<file path="config.mk">
export PLATFORM = sky130hd
export DESIGN_NAME = slave_mem_loader_flat
export DESIGN_NICKNAME = d
export VERILOG_FILES = /design/src/rtl/slave_mem_loader_pkg.sv /design/src/rtl/slave_mem_loader_if.sv /design/src/rtl/slave_mem_loader_byte_word_packer.sv /design/src/rtl/slave_mem_loader.sv /design/src/flat_wrapper.sv
export SDC_FILE = /design/constraint.sdc
export NUM_CORES = 1
export LEC_CHECK = 0
export BUFFER_PORTS_ARGS = -buffer_cell sky130_fd_sc_hd__buf_2
export CAP_MARGIN = 15
export CORE_AREA = 2 2 139 141
export DETAILED_ROUTE_END_ITERATION = 8
export DIE_AREA = 0 0 141 143
export GPL_TIMING_DRIVEN = 0
export PLACE_DENSITY_LB_ADDON = 0.3
export SYNTH_ARGS = -nofsm -noshare
export SYNTH_HDL_FRONTEND = slang
export SYNTH_SLANG_ARGS = --single-unit
</file>
<file path="constraint.sdc">
create_clock -name clock -period 2.5 [get_ports clock]
set_input_delay 0.125 -clock clock [delete_from_list [all_inputs] [get_ports clock]]
set_output_delay 0.125 -clock clock [all_outputs]
set_load 0.02 [all_outputs]
</file>
<file path="src/rtl/slave_mem_loader_pkg.sv">
// Shared states and helpers for the slave RAM preloader.
// Read-back check is built in with SLAVE_MEM_LOADER_READBACK_EN.
package slave_mem_loader_pkg;

  localparam logic [2:0] ST_IDLE   = 3'd0;
  localparam logic [2:0] ST_FILL   = 3'd1;
  localparam logic [2:0] ST_WRITE  = 3'd2;
  localparam logic [2:0] ST_VERIFY = 3'd3;
  localparam logic [2:0] ST_START  = 3'd4;
  localparam logic [2:0] ST_RUN    = 3'd5;
  localparam logic [2:0] ST_ERR    = 3'd6;

  // Size field is in bits, not bytes.
  function automatic logic [15:0] bytes_to_size(
    input logic [3:0] nb
  );
    return {9'd0, nb, 3'b000};
  endfunction

  function automatic logic [1:0] ch0_bit(
    input logic b
  );
    return {1'b0, b};
  endfunction

  function automatic logic ch0_rdy(
    input logic [1:0] r
  );
    return r[0];
  endfunction

endpackage

</file>
<file path="src/rtl/slave_mem_loader_if.sv">
// Two-channel slave RAM port of the HLS top.
// Master drives requests, slave returns data/ready.
interface slave_mem_loader_if #(
  parameter int ADDR_W = 10,
  parameter int DATA_W = 64,
  parameter int SIZE_W = 7
);

  logic [1:0]          S_oe_ram;
  logic [1:0]          S_we_ram;
  logic [2*ADDR_W-1:0] S_addr_ram;
  logic [2*DATA_W-1:0] S_Wdata_ram;
  logic [2*SIZE_W-1:0] S_data_ram_size;
  logic [2*DATA_W-1:0] Sout_Rdata_ram;
  logic [1:0]          Sout_DataRdy;

  modport master (
    output S_oe_ram,
    output S_we_ram,
    output S_addr_ram,
    output S_Wdata_ram,
    output S_data_ram_size,
    input  Sout_Rdata_ram,
    input  Sout_DataRdy
  );

  modport slave (
    input  S_oe_ram,
    input  S_we_ram,
    input  S_addr_ram,
    input  S_Wdata_ram,
    input  S_data_ram_size,
    output Sout_Rdata_ram,
    output Sout_DataRdy
  );

endinterface

</file>
<file path="src/rtl/slave_mem_loader_byte_word_packer.sv">
// Packs a byte stream little-endian into slave-width words.
// seal fires on the byte that fills the word or ends the load.
module byte_word_packer #(
  parameter int WORD_BYTES = 4
) (
  input  logic                    clk,
  input  logic                    rst_n,
  input  logic                    en,
  input  logic                    byte_valid,
  input  logic [7:0]              byte_data,
  input  logic                    clear,
  input  logic [15:0]             remaining,
  output logic                    byte_ready,
  output logic [8*WORD_BYTES-1:0] word,
  output logic [3:0]              cnt,
  output logic                    last,
  output logic                    seal
);

  logic [8*WORD_BYTES-1:0] word_q, word_d;
  logic [3:0]              cnt_q, cnt_d;
  logic [3:0]              cnt_inc;
  logic                    accept;
  logic                    word_full;
  logic                    last_in;

  assign byte_ready = en;
  assign accept     = en & byte_valid;
  assign cnt_inc    = cnt_q + 4'd1;
  assign word_full  = cnt_inc == 4'(WORD_BYTES);
  assign last_in    = {12'h0, cnt_inc} == remaining;
  assign seal       = accept & (word_full | last_in);
  assign last       = (cnt_q != 4'd0) &&
                      ({12'h0, cnt_q} == remaining);
  assign word       = word_q;
  assign cnt        = cnt_q;

  always_comb begin
    word_d = word_q;
    cnt_d  = cnt_q;
    if (clear) begin
      word_d = '0;
      cnt_d  = '0;
    end else if (accept) begin
      for (int k = 0; k < WORD_BYTES; k++) begin
        if (cnt_q == 4'(k)) word_d[8*k +: 8] = byte_data;
      end
      cnt_d = cnt_inc;
    end
  end

  always_ff @(posedge clk) begin
    if (!rst_n) begin
      word_q <= '0;
      cnt_q  <= '0;
    end else begin
      word_q <= word_d;
      cnt_q  <= cnt_d;
    end
  end

endmodule

</file>
<file path="src/rtl/slave_mem_loader.sv">
// Preloads main's memory over slave channel 0, starts it, times it.
// Define SLAVE_MEM_LOADER_READBACK_EN to read back every write.
module slave_mem_loader
  import slave_mem_loader_pkg::*;
#(
  parameter int MEM_BASE   = 256,
  parameter int ADDR_W     = 10,
  parameter int DATA_W     = 64,
  parameter int SIZE_W     = 7,
  parameter int WORD_BYTES = 4,
  parameter int TIMEOUT    = 1024
) (
  input  logic        clock,
  input  logic        reset,
  input  logic        cfg_valid,
  input  logic [15:0] cfg_nbytes,
  input  logic        byte_valid,
  input  logic [7:0]  byte_data,
  output logic        byte_ready,
  slave_mem_loader_if.master sbus,
  output logic        start_port,
  input  logic        done_port,
  output logic        busy,
  output logic        load_done,
  output logic        timeout_err,
  output logic [31:0] sim_cycles
`ifdef SLAVE_MEM_LOADER_READBACK_EN
  ,
  output logic        verify_err
`endif
);

  localparam int WD_W = $clog2(TIMEOUT + 1);

  logic [2:0]      state_q, state_d;
  logic [15:0]     rem_q, rem_d;
  logic [15:0]     off_q, off_d;
  logic [WD_W-1:0] wd_q, wd_d;
  logic [31:0]     sim_q, sim_d;
  logic            ld_q, ld_d;
  logic            to_q, to_d;
  logic            commit;
  logic            wd_hit;
  logic            rdy0;
  logic            acc;
  logic            unused_in;

  logic [8*WORD_BYTES-1:0] pk_word;
  logic [3:0]              pk_cnt;
  logic                    pk_last;
  logic                    pk_seal;
  logic                    pk_clear;

  byte_word_packer #(
    .WORD_BYTES (WORD_BYTES)
  ) u_packer (
    .clk        (clock),
    .rst_n      (reset),
    .en         (state_q == ST_FILL),
    .byte_valid (byte_valid),
    .byte_data  (byte_data),
    .clear      (pk_clear),
    .remaining  (rem_q),
    .byte_ready (byte_ready),
    .word       (pk_word),
    .cnt        (pk_cnt),
    .last       (pk_last),
    .seal       (pk_seal)
  );

  assign rdy0      = ch0_rdy(sbus.Sout_DataRdy);
  assign wd_hit    = wd_q == WD_W'(TIMEOUT - 1);
  assign unused_in = ^{sbus.Sout_Rdata_ram, sbus.Sout_DataRdy};

`ifdef SLAVE_MEM_LOADER_READBACK_EN
  logic              verr_q, verr_d;
  logic [DATA_W-1:0] rd_mask;
  logic              rd_bad;

  always_comb begin
    rd_mask = '0;
    for (int k = 0; k < WORD_BYTES; k++) begin
      if (4'(k) < pk_cnt) rd_mask[8*k +: 8] = 8'hFF;
    end
  end

  assign rd_bad = (sbus.Sout_Rdata_ram[DATA_W-1:0] & rd_mask)
                  != DATA_W'(pk_word);
  assign verify_err = verr_q;
`endif

  always_comb begin
    state_d  = state_q;
    rem_d    = rem_q;
    off_d    = off_q;
    wd_d     = '0;
    sim_d    = sim_q;
    ld_d     = 1'b0;
    to_d     = to_q;
    commit   = 1'b0;
    pk_clear = 1'b0;
`ifdef SLAVE_MEM_LOADER_READBACK_EN
    verr_d   = verr_q;
`endif
    unique case (state_q)
      ST_IDLE: begin
        if (cfg_valid) begin
          rem_d = cfg_nbytes;
          off_d = '0;
          if (cfg_nbytes == 16'd0) begin
            state_d = ST_START;
            sim_d   = 32'd1;
          end else begin
            state_d = ST_FILL;
          end
        end
      end
      ST_FILL: begin
        if (pk_seal) state_d = ST_WRITE;
      end
      ST_WRITE: begin
        if (rdy0) begin
`ifdef SLAVE_MEM_LOADER_READBACK_EN
          state_d = ST_VERIFY;
`else
          commit = 1'b1;
`endif
        end else if (wd_hit) begin
          to_d    = 1'b1;
          state_d = ST_ERR;
        end else begin
          wd_d = wd_q + WD_W'(1);
        end
      end
`ifdef SLAVE_MEM_LOADER_READBACK_EN
      ST_VERIFY: begin
        if (rdy0) begin
          if (rd_bad) verr_d = 1'b1;
          commit = 1'b1;
        end else if (wd_hit) begin
          to_d    = 1'b1;
          state_d = ST_ERR;
        end else begin
          wd_d = wd_q + WD_W'(1);
        end
      end
`endif
      ST_START: begin
        // done in the start cycle itself counts as one cycle
        if (done_port) begin
          ld_d    = 1'b1;
          state_d = ST_IDLE;
        end else begin
          state_d = ST_RUN;
          sim_d   = sim_q + 32'd1;
        end
      end
      ST_RUN: begin
        if (done_port) begin
          ld_d    = 1'b1;
          state_d = ST_IDLE;
        end else if (wd_hit) begin
          to_d    = 1'b1;
          state_d = ST_ERR;
        end else begin
          wd_d = wd_q + WD_W'(1);
          if (sim_q != '1) sim_d = sim_q + 32'd1;
        end
      end
      ST_ERR: begin
      end
      default: state_d = ST_IDLE;
    endcase

    if (commit) begin
      off_d    = off_q + {12'h0, pk_cnt};
      rem_d    = rem_q - {12'h0, pk_cnt};
      pk_clear = 1'b1;
      if (pk_last) begin
        state_d = ST_START;
        sim_d   = 32'd1;
      end else begin
        state_d = ST_FILL;
      end
    end
  end

  always_ff @(posedge clock) begin
    if (!reset) begin
      state_q <= ST_IDLE;
      rem_q   <= '0;
      off_q   <= '0;
      wd_q    <= '0;
      sim_q   <= '0;
      ld_q    <= 1'b0;
      to_q    <= 1'b0;
`ifdef SLAVE_MEM_LOADER_READBACK_EN
      verr_q  <= 1'b0;
`endif
    end else begin
      state_q <= state_d;
      rem_q   <= rem_d;
      off_q   <= off_d;
      wd_q    <= wd_d;
      sim_q   <= sim_d;
      ld_q    <= ld_d;
      to_q    <= to_d;
`ifdef SLAVE_MEM_LOADER_READBACK_EN
      verr_q  <= verr_d;
`endif
    end
  end

  // Bus fields are driven only while an access is in flight.
  assign acc = (state_q == ST_WRITE) || (state_q == ST_VERIFY);

  assign sbus.S_we_ram = ch0_bit(state_q == ST_WRITE);
`ifdef SLAVE_MEM_LOADER_READBACK_EN
  assign sbus.S_oe_ram = ch0_bit(state_q == ST_VERIFY);
`else
  assign sbus.S_oe_ram = 2'b00;
`endif

  assign sbus.S_addr_ram = {
    {ADDR_W{1'b0}},
    acc ? ADDR_W'(32'(MEM_BASE) + {16'h0, off_q})
        : {ADDR_W{1'b0}}
  };
  assign sbus.S_Wdata_ram = {
    {DATA_W{1'b0}},
    acc ? DATA_W'(pk_word) : {DATA_W{1'b0}}
  };
  assign sbus.S_data_ram_size = {
    {SIZE_W{1'b0}},
    acc ? SIZE_W'(bytes_to_size(pk_cnt))
        : {SIZE_W{1'b0}}
  };

  assign start_port  = state_q == ST_START;
  assign busy        = state_q != ST_IDLE;
  assign load_done   = ld_q;
  assign timeout_err = to_q;
  assign sim_cycles  = sim_q;

endmodule
</file>
<file path="src/flat_wrapper.sv">
// flat-port wrapper written by rule: the top's interface ports become plain ports
module slave_mem_loader_flat import slave_mem_loader_pkg::*;
#(
  parameter int MEM_BASE   = 256,
  parameter int ADDR_W     = 10,
  parameter int DATA_W     = 64,
  parameter int SIZE_W     = 7,
  parameter int WORD_BYTES = 4,
  parameter int TIMEOUT    = 1024
)
  (clock, reset, cfg_valid, cfg_nbytes, byte_valid, byte_data, byte_ready, start_port, done_port, busy, load_done, timeout_err, sim_cycles, sbus_S_oe_ram, sbus_S_we_ram, sbus_S_addr_ram, sbus_S_Wdata_ram, sbus_S_data_ram_size, sbus_Sout_Rdata_ram, sbus_Sout_DataRdy);
  slave_mem_loader_if #(.ADDR_W(ADDR_W), .DATA_W(DATA_W), .SIZE_W(SIZE_W)) sbus_i ();
  input  logic clock;
  input  logic reset;
  input  logic cfg_valid;
  input  logic [15:0] cfg_nbytes;
  input  logic byte_valid;
  input  logic [7:0] byte_data;
  output logic byte_ready;
  output logic start_port;
  input  logic done_port;
  output logic busy;
  output logic load_done;
  output logic timeout_err;
  output logic [31:0] sim_cycles;
  output wire logic [$bits(sbus_i.S_oe_ram)-1:0] sbus_S_oe_ram;
  output wire logic [$bits(sbus_i.S_we_ram)-1:0] sbus_S_we_ram;
  output wire logic [$bits(sbus_i.S_addr_ram)-1:0] sbus_S_addr_ram;
  output wire logic [$bits(sbus_i.S_Wdata_ram)-1:0] sbus_S_Wdata_ram;
  output wire logic [$bits(sbus_i.S_data_ram_size)-1:0] sbus_S_data_ram_size;
  input wire logic [$bits(sbus_i.Sout_Rdata_ram)-1:0] sbus_Sout_Rdata_ram;
  input wire logic [$bits(sbus_i.Sout_DataRdy)-1:0] sbus_Sout_DataRdy;
  assign sbus_S_oe_ram = sbus_i.S_oe_ram;
  assign sbus_S_we_ram = sbus_i.S_we_ram;
  assign sbus_S_addr_ram = sbus_i.S_addr_ram;
  assign sbus_S_Wdata_ram = sbus_i.S_Wdata_ram;
  assign sbus_S_data_ram_size = sbus_i.S_data_ram_size;
  assign sbus_i.Sout_Rdata_ram = sbus_Sout_Rdata_ram;
  assign sbus_i.Sout_DataRdy = sbus_Sout_DataRdy;
  slave_mem_loader #(.MEM_BASE(MEM_BASE), .ADDR_W(ADDR_W), .DATA_W(DATA_W), .SIZE_W(SIZE_W), .WORD_BYTES(WORD_BYTES), .TIMEOUT(TIMEOUT)) u_core (.clock(clock), .reset(reset), .cfg_valid(cfg_valid), .cfg_nbytes(cfg_nbytes), .byte_valid(byte_valid), .byte_data(byte_data), .byte_ready(byte_ready), .sbus(sbus_i), .start_port(start_port), .done_port(done_port), .busy(busy), .load_done(load_done), .timeout_err(timeout_err), .sim_cycles(sim_cycles));
endmodule
</file>
==> results of run 1 <==
-- kinds of logic (layout without fill, tap and decap cells) --
group	count (synthesis)	in the layout	synth area share [%]
AOI/OAI and AO/OA	204	204	18.2
adders and majority gates	17	17	3.14
muxes	11	11	1.71
and+or+nand+nor	390	390	28.3
xor gates and xnor gates	22	22	2.84
buffers and inverters	176	304	15.4
other	1	119	0.0517
DFF	110	110	30.3
-- metrics by stage --
step / instances / hold WS [ns] / setup TNS, ns
detailed placement: 1394 / 0.422 / -1.56
global placement: 1394 / 0.415 / -1.03
floorplan: 1049 / 0.272 / 0
CTS: 1410 / 0.0308 / 0
finish: 1411 / 0.0393 / 0
global route: 1411 / 0.0368 / 0
-- final cells by class --
| cell class | instances | share of cell area [%] |
|---|---|---|
| Tap cell | 234 | 3.26 |
| Timing Repair Buffer | 112 | 6.26 |
| Clock buffer | 9 | 2.50 |
| Clock inverter | 7 | 1.04 |
| Buffer | 162 | 12.0 |
| Inverter | 14 | 0.584 |
| Multi-Input combinational cell | 763 | 49.8 |
| Sequential cell | 110 | 24.6 |
-- timing repair --
action	4_1_cts	5_1_grt
pin swaps	0	2
setup buffers	0	1
cloned	0	0
setup endpoints to repair	29	64
gates resized for setup	12	26
-- routing by layer --
layer,share of wire [%],vias to the layer above,wire (um)
li1,-,3549,-
met4,1.6,0,335
met3,9.2,25,1920
met5,0,-,0
met1,47,3253,9790
met2,42,328,8750
-- final timing paths --
path                                                 end  slack [ns]
worst max register to register     u_core.sim_cycles[25]         0.1
worst min register to register   u_core.u_packer.word[5]        0.46
worst max-delay path               u_core.sim_cycles[25]         0.1
worst min-delay path            u_core.u_packer.word[23]        0.04
-- cell usage after synthesis, drive strengths merged (5+ instances only) --
library cell and number:
nor2 65, ha 15, a21oi 86, nand2b 7, or3 16, xor2 10, a221oi 6, buf 131
nor3 19, clkbuf 31, nand4 19, a211oi 11, and2 50, a31oi 15, and3 14, nand3 66
mux2 8, a21o 7, o211ai 12, nand2 98, o21a 5, inv 13, o21ai 25, nor4 8
nor2b 7, dfxtp 110, xnor2 11
-- power by group through the flow --
stage | registers (mW) | logic, mW | clock network [mW]
after floorplan | 1.90 | 0.872 | 0
after CTS | 1.87 | 1.13 | 1.57
after detailed placement | 1.91 | 1.12 | 0
after global placement | 1.91 | 1.11 | 0
final | 1.87 | 1.16 | 1.54
after global routing | 1.88 | 1.27 | 1.63
-- worst max-delay path, stage by stage, from the launching register on --
cell and delay [ns]:
dfxtp_1 0.51, nand4_2 0.28, nor4_4 0.53, nand4_1 0.14, a211oi_1 0.41, mux2_2 0.39, nor2_1 0.08
-- registers in the layout, indices dropped and copies added (netlist names) --
register and cells:
u_core.sim_cycles 32, u_core.wd_q 11, u_core.rem_q 16, u_core.u_packer.cnt 4
u_core.load_done 1, u_core.state_q 3, u_core.off_q 10, u_core.timeout_err 1
u_core.u_packer.word 32
==> key figures, run 1 <==
Placement
  – Post-DP Area: 8550 um^2
  – DP HPWL: 15800 um
  – Pre-CTS setup slack: -0.202 ns
  – IO Port Bufs: 111
  – Routability cong.: 0.889

Finish
  – Area Overhead vs Synth: 23.9%
  – Commonest non-fill, non-tap cells in the layout: buf_4 (120), conb_1 (119), buf_2 (117), dfxtp_1 (104), nand2_1 (97)
  – Nets@finish: 1348
  – Commonest non-fill, non-tap cell in the layout: buf_4
  – FF+latch area: 2210 um^2
  – Layout cells sized above 1: 26.0%
  – Number of fill cells in the layout: about 1900
  – Area of the multi-input gates: between 4000 and 5000 um^2
  – Final core occ: 48.4%
  – Design Area, Final: 8990 um^2
  – Antenna cell count: 0

Clocking
  – CTS tree: done
  – Sink Count: 110
  – CTS Buf Count: 9
  – Clock Root Buffer: clkbuf_16
  – H-tree levels: 3
  – CTS Hold Bufs: 0
  – Max Root-Sink Buffers: 2
  – Clock slew at reported path FFs: 0.09 ns
  – Worst-Skew Late Latency: approximately 0.38 ns

Setup path
  – FF-to-FF path depth: 6
  – Reg-to-Reg Start: u_core.sim_cycles[8]
  – Setup crit end kind: flip-flop
  – Crit path arrival time: 2.70 ns
  – Setup CP Type: flip-flop to flip-flop
  – Setup crit start kind: flip-flop
  – Critical Path Start: u_core.sim_cycles[8]
  – Worst EP required: 2.80 ns
  – Worst Path Max Fanout: 8

Detailed routing
  – Via density: between 5 and 6
  – DRT iter0 DRCs: ~640
  – Detailed Routing Iterations Pass 1: 5
  – Residual DRC: 0
  – Final WL: around 21000 um
  – Via count: 7155
  – Remaining antenna violation count: 0
  – Drt wl/cell: 14.7 um

Floorplanning
  – Io pins: 362
  – Starting Density: roughly two fifths
  – Core ar.: 18600 um^2
  – Die width: between 100 and 150 um
  – Die height: 143 um
  – Site Rows: 50
  – DIE AREA: 20200 um^2

Timing
  – Max-slew violations: 0
  – Final setup viols: 0
  – Fin crit period: between 2 and 2.5 ns
  – Unrepaired setup endpoints after global routing: false
  – Final hold vios: 0
  – F_max: 416 MHz
  – Pin slew with the least headroom to its limit: 0.763 ns
  – Post-route clock period utilization: 96.1%
  – Setup ws final: 0.0987 ns
  – Rel. slew slack: roughly 49%
  – Worst Skew: 0.0195 ns

Yosys
  – Syn Std Cell Area: just over 7000 um^2
  – Post-synthesis sequential area ratio: 30.3%
  – Synth top area cells: dfxtp_1 (30%), buf_4 (12%), a21oi_1 (5.9%)
  – Share of synthesized registers carrying an async set or reset: 0%
  – Seq cells post-synth: 110
  – Synthesized instance count: 931
  – Synth area leader: dfxtp_1
  – Post-synth EDFFs: 0
  – Syn_area_per_cell: 7.79 um^2
  – Distinct cells, synth: 77
  – Most used DFF post-synth: dfxtp_1
  – Yosys top cell area share: 30.3%
  – Ys Warns: 0

Global routing
  – Overflow after GRT: 0
  – Largest net degree at the start of global routing: 24
  – GR met3 Demand/Resource: 4.59%
  – First-pass GRT wire length: 32700 um
  – Met1 GRT Util: 29.5%
  – Met2 Resource Use GR: 29.1%
  – Busiest grt layer: met1
  – Vias in the first global route: 6240
  – Gr usage total: 20.1%
  – Initial antenna violation count: 0

Run status
  – Status: finished, final reports clean

Job
  – Maxcap violations: 0

Power and ir drop
  – Combinational share of power: 25.4%
  – Pwr Density: 509 nW/um^2
  – Net Sw Power: 1.63 mW
  – Internal cell power: 2.95 mW
  – Tot Pwr: 4.58 mW
  – Worst VDD drop: 356 uV
  – Sw Share: between 30% and 40%
  – Leak: 3.99 nW
  – Clk pwr share: 33.7%
  – Sequential Power Share: 40.9%

Worst hold path
  – WHS Path Cells: 3
  – HP Start: byte_data[7]
  – HP Class: input port to flip-flop
(Power assumes the default switching activity.)
==> run 2, diff against run 1 <==
==> constraint.sdc (replaced) <==
create_clock -name clock -period 2.5 [get_ports clock]
set_input_delay 0.375 -clock clock [delete_from_list [all_inputs] [get_ports clock]]
set_output_delay 0.375 -clock clock [all_outputs]
set_load 0.02 [all_outputs]
==> run 2 against run 1 <==
  * Final area barely moved
  * First-iteration DRC count down 7.5%
  * Via count about the same
  * Power grew 0.18%
  * Die area unchanged
  * Clock power is essentially flat
  * Combinational power about the same
  * Core utilization barely moved
  * Flip-flop and latch count unchanged
  * Sequential share of layout area about the same
  * Worst hold slack better by 0.24 ns
  * Non-clock buffer count unchanged
  * Largest power group unchanged
==> key figures, run 2 (synthesis gave the netlist of run 1 again) <==
Timing
  – Unrepaired setup endpoints after global routing: true
  – Max-slew violations: 0 (unchanged)
  – Pin slew with the least headroom to its limit: 0.752 ns (-0.0110 ns)
  – Worst Skew: 0.0176 ns (-0.00195 ns)
  – Post-route clock period utilization: 97.0% (+0.91 points)
  – F_max: 413 MHz (-0.94%)
  – Setup TNS: 0 ns (unchanged)
  – Final setup viols: 0 (unchanged)
  – Hold Slack: 0.282 ns (+0.243 ns)
  – Setup ws final: 0.0760 ns (-0.0228 ns)
  – Rel. slew slack: 49.9% (+0.73 points)
  – Final hold vios: 0 (unchanged)
  – Fin crit period: 2.42 ns (+0.0228 ns)

Power and ir drop
  – Combinational share of power: 25.5% (about the same)
  – Sequential Power Share: 40.9% (about the same)
  – Net Sw Power: 1.63 mW (+0.21%)
  – Sw Share: 35.6% (about the same)
  – Clk pwr share: 33.7% (about the same)
  – Internal cell power: 2.96 mW (+0.17%)
  – Leak: 3.99 nW (about the same)
  – Pwr Density: 510 nW/um^2 (+0.14%)
  – Worst VDD drop: 360 uV (+1.0%)

Worst hold path
  – HP Class: input port to flip-flop

Floorplanning
  – Core ar.: 18600 um^2 (unchanged)
  – Starting Density: 39.1% (unchanged)
  – Io pins: 362 (unchanged)
  – Die height: 143 um (unchanged)
  – DIE AREA: 20200 um^2 (unchanged)
  – Site Rows: 50 (unchanged)
  – Die width: 141 um (unchanged)

Global routing
  – Largest net degree at the start of global routing: 24 (unchanged)
  – Vias in the first global route: 6254 (+0.22%)
  – First-pass GRT wire length: 32700 um (about the same)
  – Gr usage total: 20.1% (about the same)
  – Initial antenna violation count: 0 (unchanged)
  – Overflow after GRT: 0 (unchanged)

Clocking
  – H-tree levels: 3 (unchanged)
  – Clock slew at reported path FFs: 0.08 ns (about the same)
  – CTS tree: done
  – Sink Count: 110 (unchanged)
  – Clock Root Buffer: clkbuf_16
  – CTS Buf Count: 9 (unchanged)
  – CTS Hold Bufs: 0 (unchanged)
  – Worst-Skew Late Latency: 0.38 ns (about the same)
  – Max Root-Sink Buffers: 2 (unchanged)

Setup path
  – Setup crit end kind: flip-flop
  – Worst Path Max Fanout: 8 (unchanged)
  – Top delay family on crit path: simple AND/OR/NAND/NOR gates
  – Setup crit start kind: flip-flop
  – CP max stage delay: 0.53 ns (about the same)
  – Crit path arrival time: 2.73 ns (+0.03 ns)
  – Slowest library cell on the worst path: nor4_4
  – CP cell instances: nand4_2, nor4_4, nand4_1, a211oi_1, mux2_2, nor2_1
  – Worst EP required: 2.80 ns (about the same)
  – Worst path bufs/invs: 0 (unchanged)
  – Setup CP Type: flip-flop to flip-flop

Detailed routing
  – Remaining antenna violation count: 0 (unchanged)
  – Met3 WL post-DR: 2070 um (+8.1%)
  – Via density: 5.07 (about the same)
  – Final WL: 20900 um (+0.41%)
  – Via count: 7158 (+0.042%)
  – Detailed Routing Iterations Pass 1: 5 (unchanged)
  – Residual DRC: 0 (unchanged)
  – Met2 wire length: 8690 um (-0.65%)
  – Routed length on met1: 9790 um (unchanged)
  – Drt wl/cell: 14.8 um (+0.41%)
  – Top routing layer used: met4
  – DRT iter0 DRCs: 595 (-7.5%)

Finish
  – Final core occ: 48.4% (about the same)
  – Commonest non-fill, non-tap cell in the layout: buf_4
  – Area Overhead vs Synth: 24.0% (about the same)
  – Commonest non-fill, non-tap cells in the layout: buf_4 (120), buf_2 (119), conb_1 (119), dfxtp_1 (104), nand2_1 (97)
  – Nets@finish: 1348 (unchanged)
  – Area of the multi-input gates: 4480 um^2 (unchanged)
  – Design Area, Final: 9000 um^2 (about the same)
  – Layout cells sized above 1: 26.3% (+0.34 points)
  – Antenna cell count: 0 (unchanged)
  – FF+latch area: 2210 um^2 (unchanged)
  – Number of fill cells in the layout: 1868 (+0.11%)

Job
  – Maxcap violations: 0 (unchanged)

Placement
  – Pre-CTS setup slack: -0.202 ns (unchanged)
  – Routability cong.: 0.889 (unchanged)
  – Post-DP Area: 8550 um^2 (unchanged)
  – DP HPWL: 15800 um (unchanged)
  – IO Port Bufs: 111 (unchanged)

Run status
  – Status: finished, final reports clean
## run 2: path summary, 6_finish.rpt
path,endpoint,slack (ns),from,cells past startpoint
worst max-delay path,u_core.sim_cycles[25],0.08,u_core.sim_cycles[8],6
worst min-delay path,u_core.rem_q[12],0.28,cfg_nbytes[12],3
worst max register to register,u_core.sim_cycles[25],0.08,u_core.sim_cycles[8],6
worst min register to register,u_core.u_packer.word[8],0.46,u_core.u_packer.word[8],2
## run 2: what timing repair did
action | 4_1_cts | 5_1_grt
gates resized for setup | 16 | 28
pin swaps | 0 | 1
setup endpoints to repair | 60 | 62
buffers inserted | 0 | 1
## run 2: per-stage QoR
| stage | total power [mW] | std cells |
|---|---|---|
| 2_1_floorplan | 2.77 | 1049 |
| 3_3_place_gp | 3.02 | 1394 |
| 3_5_place_dp | 3.03 | 1394 |
| 4_1_cts | 4.57 | 1410 |
| 5_1_grt | 4.79 | 1411 |
| 6_report | 4.59 | 1411 |
## run 2: layer usage
metal | vias up | GRT usage (%)
met5 | - | 0
met4 | 0 | 6.37
met3 | 24 | 4.59
met1 | 3245 | 29.4
met2 | 337 | 29.1
li1 | 3552 | -
## run 2: worst register-to-register path, cell delays in order (launching register included)
cell,delay (ns)
dfxtp_1,0.51
nand4_2,0.28
nor4_4,0.53
nand4_1,0.14
a211oi_1,0.43
mux2_2,0.39
nor2_1,0.08
## run 2: final cells by class
type                            count  share of cell area (%)
Inverter                           14                   0.584
Clock inverter                      7                    1.04
Buffer                            162                    12.0
Timing Repair Buffer              112                    6.26
Tap cell                          234                    3.25
Clock buffer                        9                    2.50
Multi-Input combinational cell    763                    49.7
Sequential cell                   110                    24.6
## run 2: power groups by stage
stage          logic [mW]  registers, mW  clock network (mW)
6_report             1.17           1.88                1.54
5_1_grt              1.27           1.88                1.63
4_1_cts              1.13           1.87                1.57
3_5_place_dp         1.12           1.91                   0
3_3_place_gp         1.11           1.91                   0
2_1_floorplan       0.872           1.90                   0
==> run 3, diff against run 2 <==
--- a/config.mk
+++ b/config.mk
@@ -12,6 +12,7 @@
 export DIE_AREA = 0 0 141 143
 export GPL_TIMING_DRIVEN = 0
 export PLACE_DENSITY_LB_ADDON = 0.3
+export REMOVE_ABC_BUFFERS = 1
 export SYNTH_ARGS = -nofsm -noshare
 export SYNTH_HDL_FRONTEND = slang
 export SYNTH_SLANG_ARGS = --single-unit
==> constraint.sdc (replaced) <==
create_clock -name clock -period 2.5 [get_ports clock]
set_input_delay 0.375 -clock clock [delete_from_list [all_inputs] [get_ports clock]]
set_output_delay 0.375 -clock clock [all_outputs]
set_load 0.1 [all_outputs]
==> run 3 against run 2 <==
  * Combinational power grew 48%
  * Critical endpoint is now u_core.sim_cycles[26]
  * Register-to-register slack hardly changed
  * Non-clock buffer count decreased by 149
  * Power rose by 14%
  * Sequential power increased by 2%
  * Critical path type unchanged
  * Critical path depth rose by 2
  * First-iteration DRC count is 36% lower
  * Clock-buffer cell count unchanged
  * Worst hold slack got worse by 0.0038 ns
==> key figures, run 3 (synthesis gave the netlist of run 1 again) <==
Finish
  – Area Overhead vs Synth: 12.2%
  – Layout cells sized above 1: 19.0% (-7.4 points)
  – Commonest non-fill, non-tap cells in the layout: conb_1 (119), dfxtp_1 (102), nand2_1 (96), buf_2 (93), a21oi_1 (84)
  – Layout Cells excl Fill: 1265 (-10%)
  – Final core occ: 43.8% (-4.6 points)
  – Nets@finish: 1200 (-11%)
  – Commonest non-fill, non-tap cell in the layout: conb_1
  – Design Area, Final: 8140 um^2 (-9.5%)

Timing
  – Final hold vios: 0 (unchanged)
  – Worst Skew: 0.00948 ns (-0.00809 ns)
  – Final setup viols: 0 (unchanged)
  – F_max: 415 MHz (+0.49%)
  – Pin slew with the least headroom to its limit: 0.623 ns (-0.129 ns)
  – Fin crit period: 2.41 ns (-0.0117 ns)
  – Post-route clock period utilization: 96.5% (-0.47 points)
  – Max-slew violations: 0 (unchanged)
  – Rel. slew slack: 58.4% (+8.5 points)

Detailed routing
  – Detailed Routing Iterations Pass 1: 5 (unchanged)
  – Final WL: 19700 um (-5.8%)
  – Remaining antenna violation count: 0 (unchanged)
  – Via density: 5.29 (+4.3%)
  – DRT iter0 DRCs: 378 (-36%)
  – Residual DRC: 0 (unchanged)
  – Via count: 6694 (-6.5%)
  – Drt wl/cell: 15.5 um (+5.1%)

Setup path
  – Worst Path Max Fanout: 7 (-1)
  – Setup crit end kind: flip-flop
  – CP max stage delay: 0.47 ns (-0.06 ns)
  – Worst EP required: 2.80 ns (about the same)
  – CP cell instances: ha_1, nand3_2, nor4_4, buf_4, nand2_1, a2111oi_2, mux2_2, nor2_1
  – Critical Path Start: u_core.sim_cycles[1]
  – Reg-to-Reg Start: u_core.sim_cycles[1]
  – Slowest library cell on the worst path: dfxtp_1
  – Crit path arrival time: 2.72 ns (about the same)
  – Setup CP Type: flip-flop to flip-flop
  – Setup crit start kind: flip-flop

Clocking
  – Sink Count: 110 (unchanged)
  – CTS Buf Count: 9 (unchanged)
  – Clock Root Buffer: clkbuf_16
  – CTS Hold Bufs: 0 (unchanged)
  – Clock slew at reported path FFs: 0.07 ns (about the same)
  – Worst-Skew Late Latency: 0.36 ns (-0.02 ns)
  – CTS tree: done
  – Max Root-Sink Buffers: 2 (unchanged)
  – H-tree levels: 3 (unchanged)

Floorplanning
  – Die width: 141 um (unchanged)
  – Die height: 143 um (unchanged)
  – Starting Density: 39.1% (unchanged)
  – Io pins: 362 (unchanged)
  – Core ar.: 18600 um^2 (unchanged)
  – Site Rows: 50 (unchanged)
  – DIE AREA: 20200 um^2 (unchanged)

Placement
  – IO Port Bufs: 113 (+1.8%)
  – Routability cong.: 0.862 (-3.0%)
  – Post-DP Area: 7540 um^2 (-12%)
  – Dpl cells: 1236 (-11%)
  – DP HPWL: 13800 um (-13%)

Global routing
  – Largest net degree at the start of global routing: 32 (+33%)
  – Vias in the first global route: 5733 (-8.3%)
  – Initial antenna violation count: 2 (+2)
  – First-pass GRT wire length: 30800 um (-5.8%)
  – Overflow after GRT: 0 (unchanged)
  – Gr usage total: 18.9% (-1.2 points)

Power and ir drop
  – Worst VDD drop: 393 uV (+9.3%)
  – Pwr Density: 642 nW/um^2 (+26%)
  – Leak: 3.31 nW (-17%)

Job
  – Maxcap violations: 0 (unchanged)

Worst hold path
  – HP Start: cfg_nbytes[12]
  – HP Class: input port to flip-flop

Run status
  – Status: finished, final reports clean
==> run 3: per-layer routing <==
layer,track usage [%],part of all wire (%),vias to the layer above
met3,3.72,6.4,24
met5,0,0.066,-
li1,-,-,3269
met1,26.3,46,3140
met4,5.58,1.4,2
met2,29.9,46,259
==> run 3: final cells by class <==
cell class              instances  area, um^2
inverters                      14        52.6
flip-flops and latches        110        2220
repair buffers                125         733
well taps                     234         293
diodes                          2        5.00
clock buffers                   9         225
multi-input cells             764        4520
fillers                      1930       10400
clock inverters                 7        96.3
==> run 3: power by group <==
part / internal [mW] / switching (mW) / total (mW)
clock network: 0.883 / 0.695 / 1.58
registers: 1.81 / 0.107 / 1.92
logic: 0.302 / 1.43 / 1.73
==> run 3: worst paths after layout <==
check	to	slack, ns	depth (start not counted)
worst max-delay path	u_core.sim_cycles[26]	0.09	8
worst min-delay path	u_core.rem_q[12]	0.28	3
worst max register to register	u_core.sim_cycles[26]	0.09	8
worst min register to register	u_core.u_packer.word[0]	0.45	2
==> run 3: critical path: cells and delay by family (launching register included) <==
family                     cells  cell delay, ns
muxes                          1            0.39
DFF                            1            0.47
AOI/OAI and AO/OA              1            0.45
and+or+nand+nor                4            0.60
buffers and inverters          1            0.17
adders and majority gates      1            0.27
==> run 3: what timing repair did <==
item,4_1_cts,5_1_grt
endpoints found under the setup margin,150,59
setup buffers,2,8
resized for setup,44,15
pin swaps,2,3
gates cloned,1,0
==> run 3: through the flow <==
step	total power [mW]	hold slack, ns	setup TNS, ns	worst slack, ns
2_1_floorplan	3.32	0.431	-17.57	-0.506
3_3_place_gp	3.58	0.438	-82.34	-0.861
3_5_place_dp	3.60	0.445	-45.95	-0.832
4_1_cts	5.23	0.268	0	0.0213
5_1_grt	5.44	0.295	-0.0000642	-0.0000642
6_report	5.23	0.279	0	0.0877
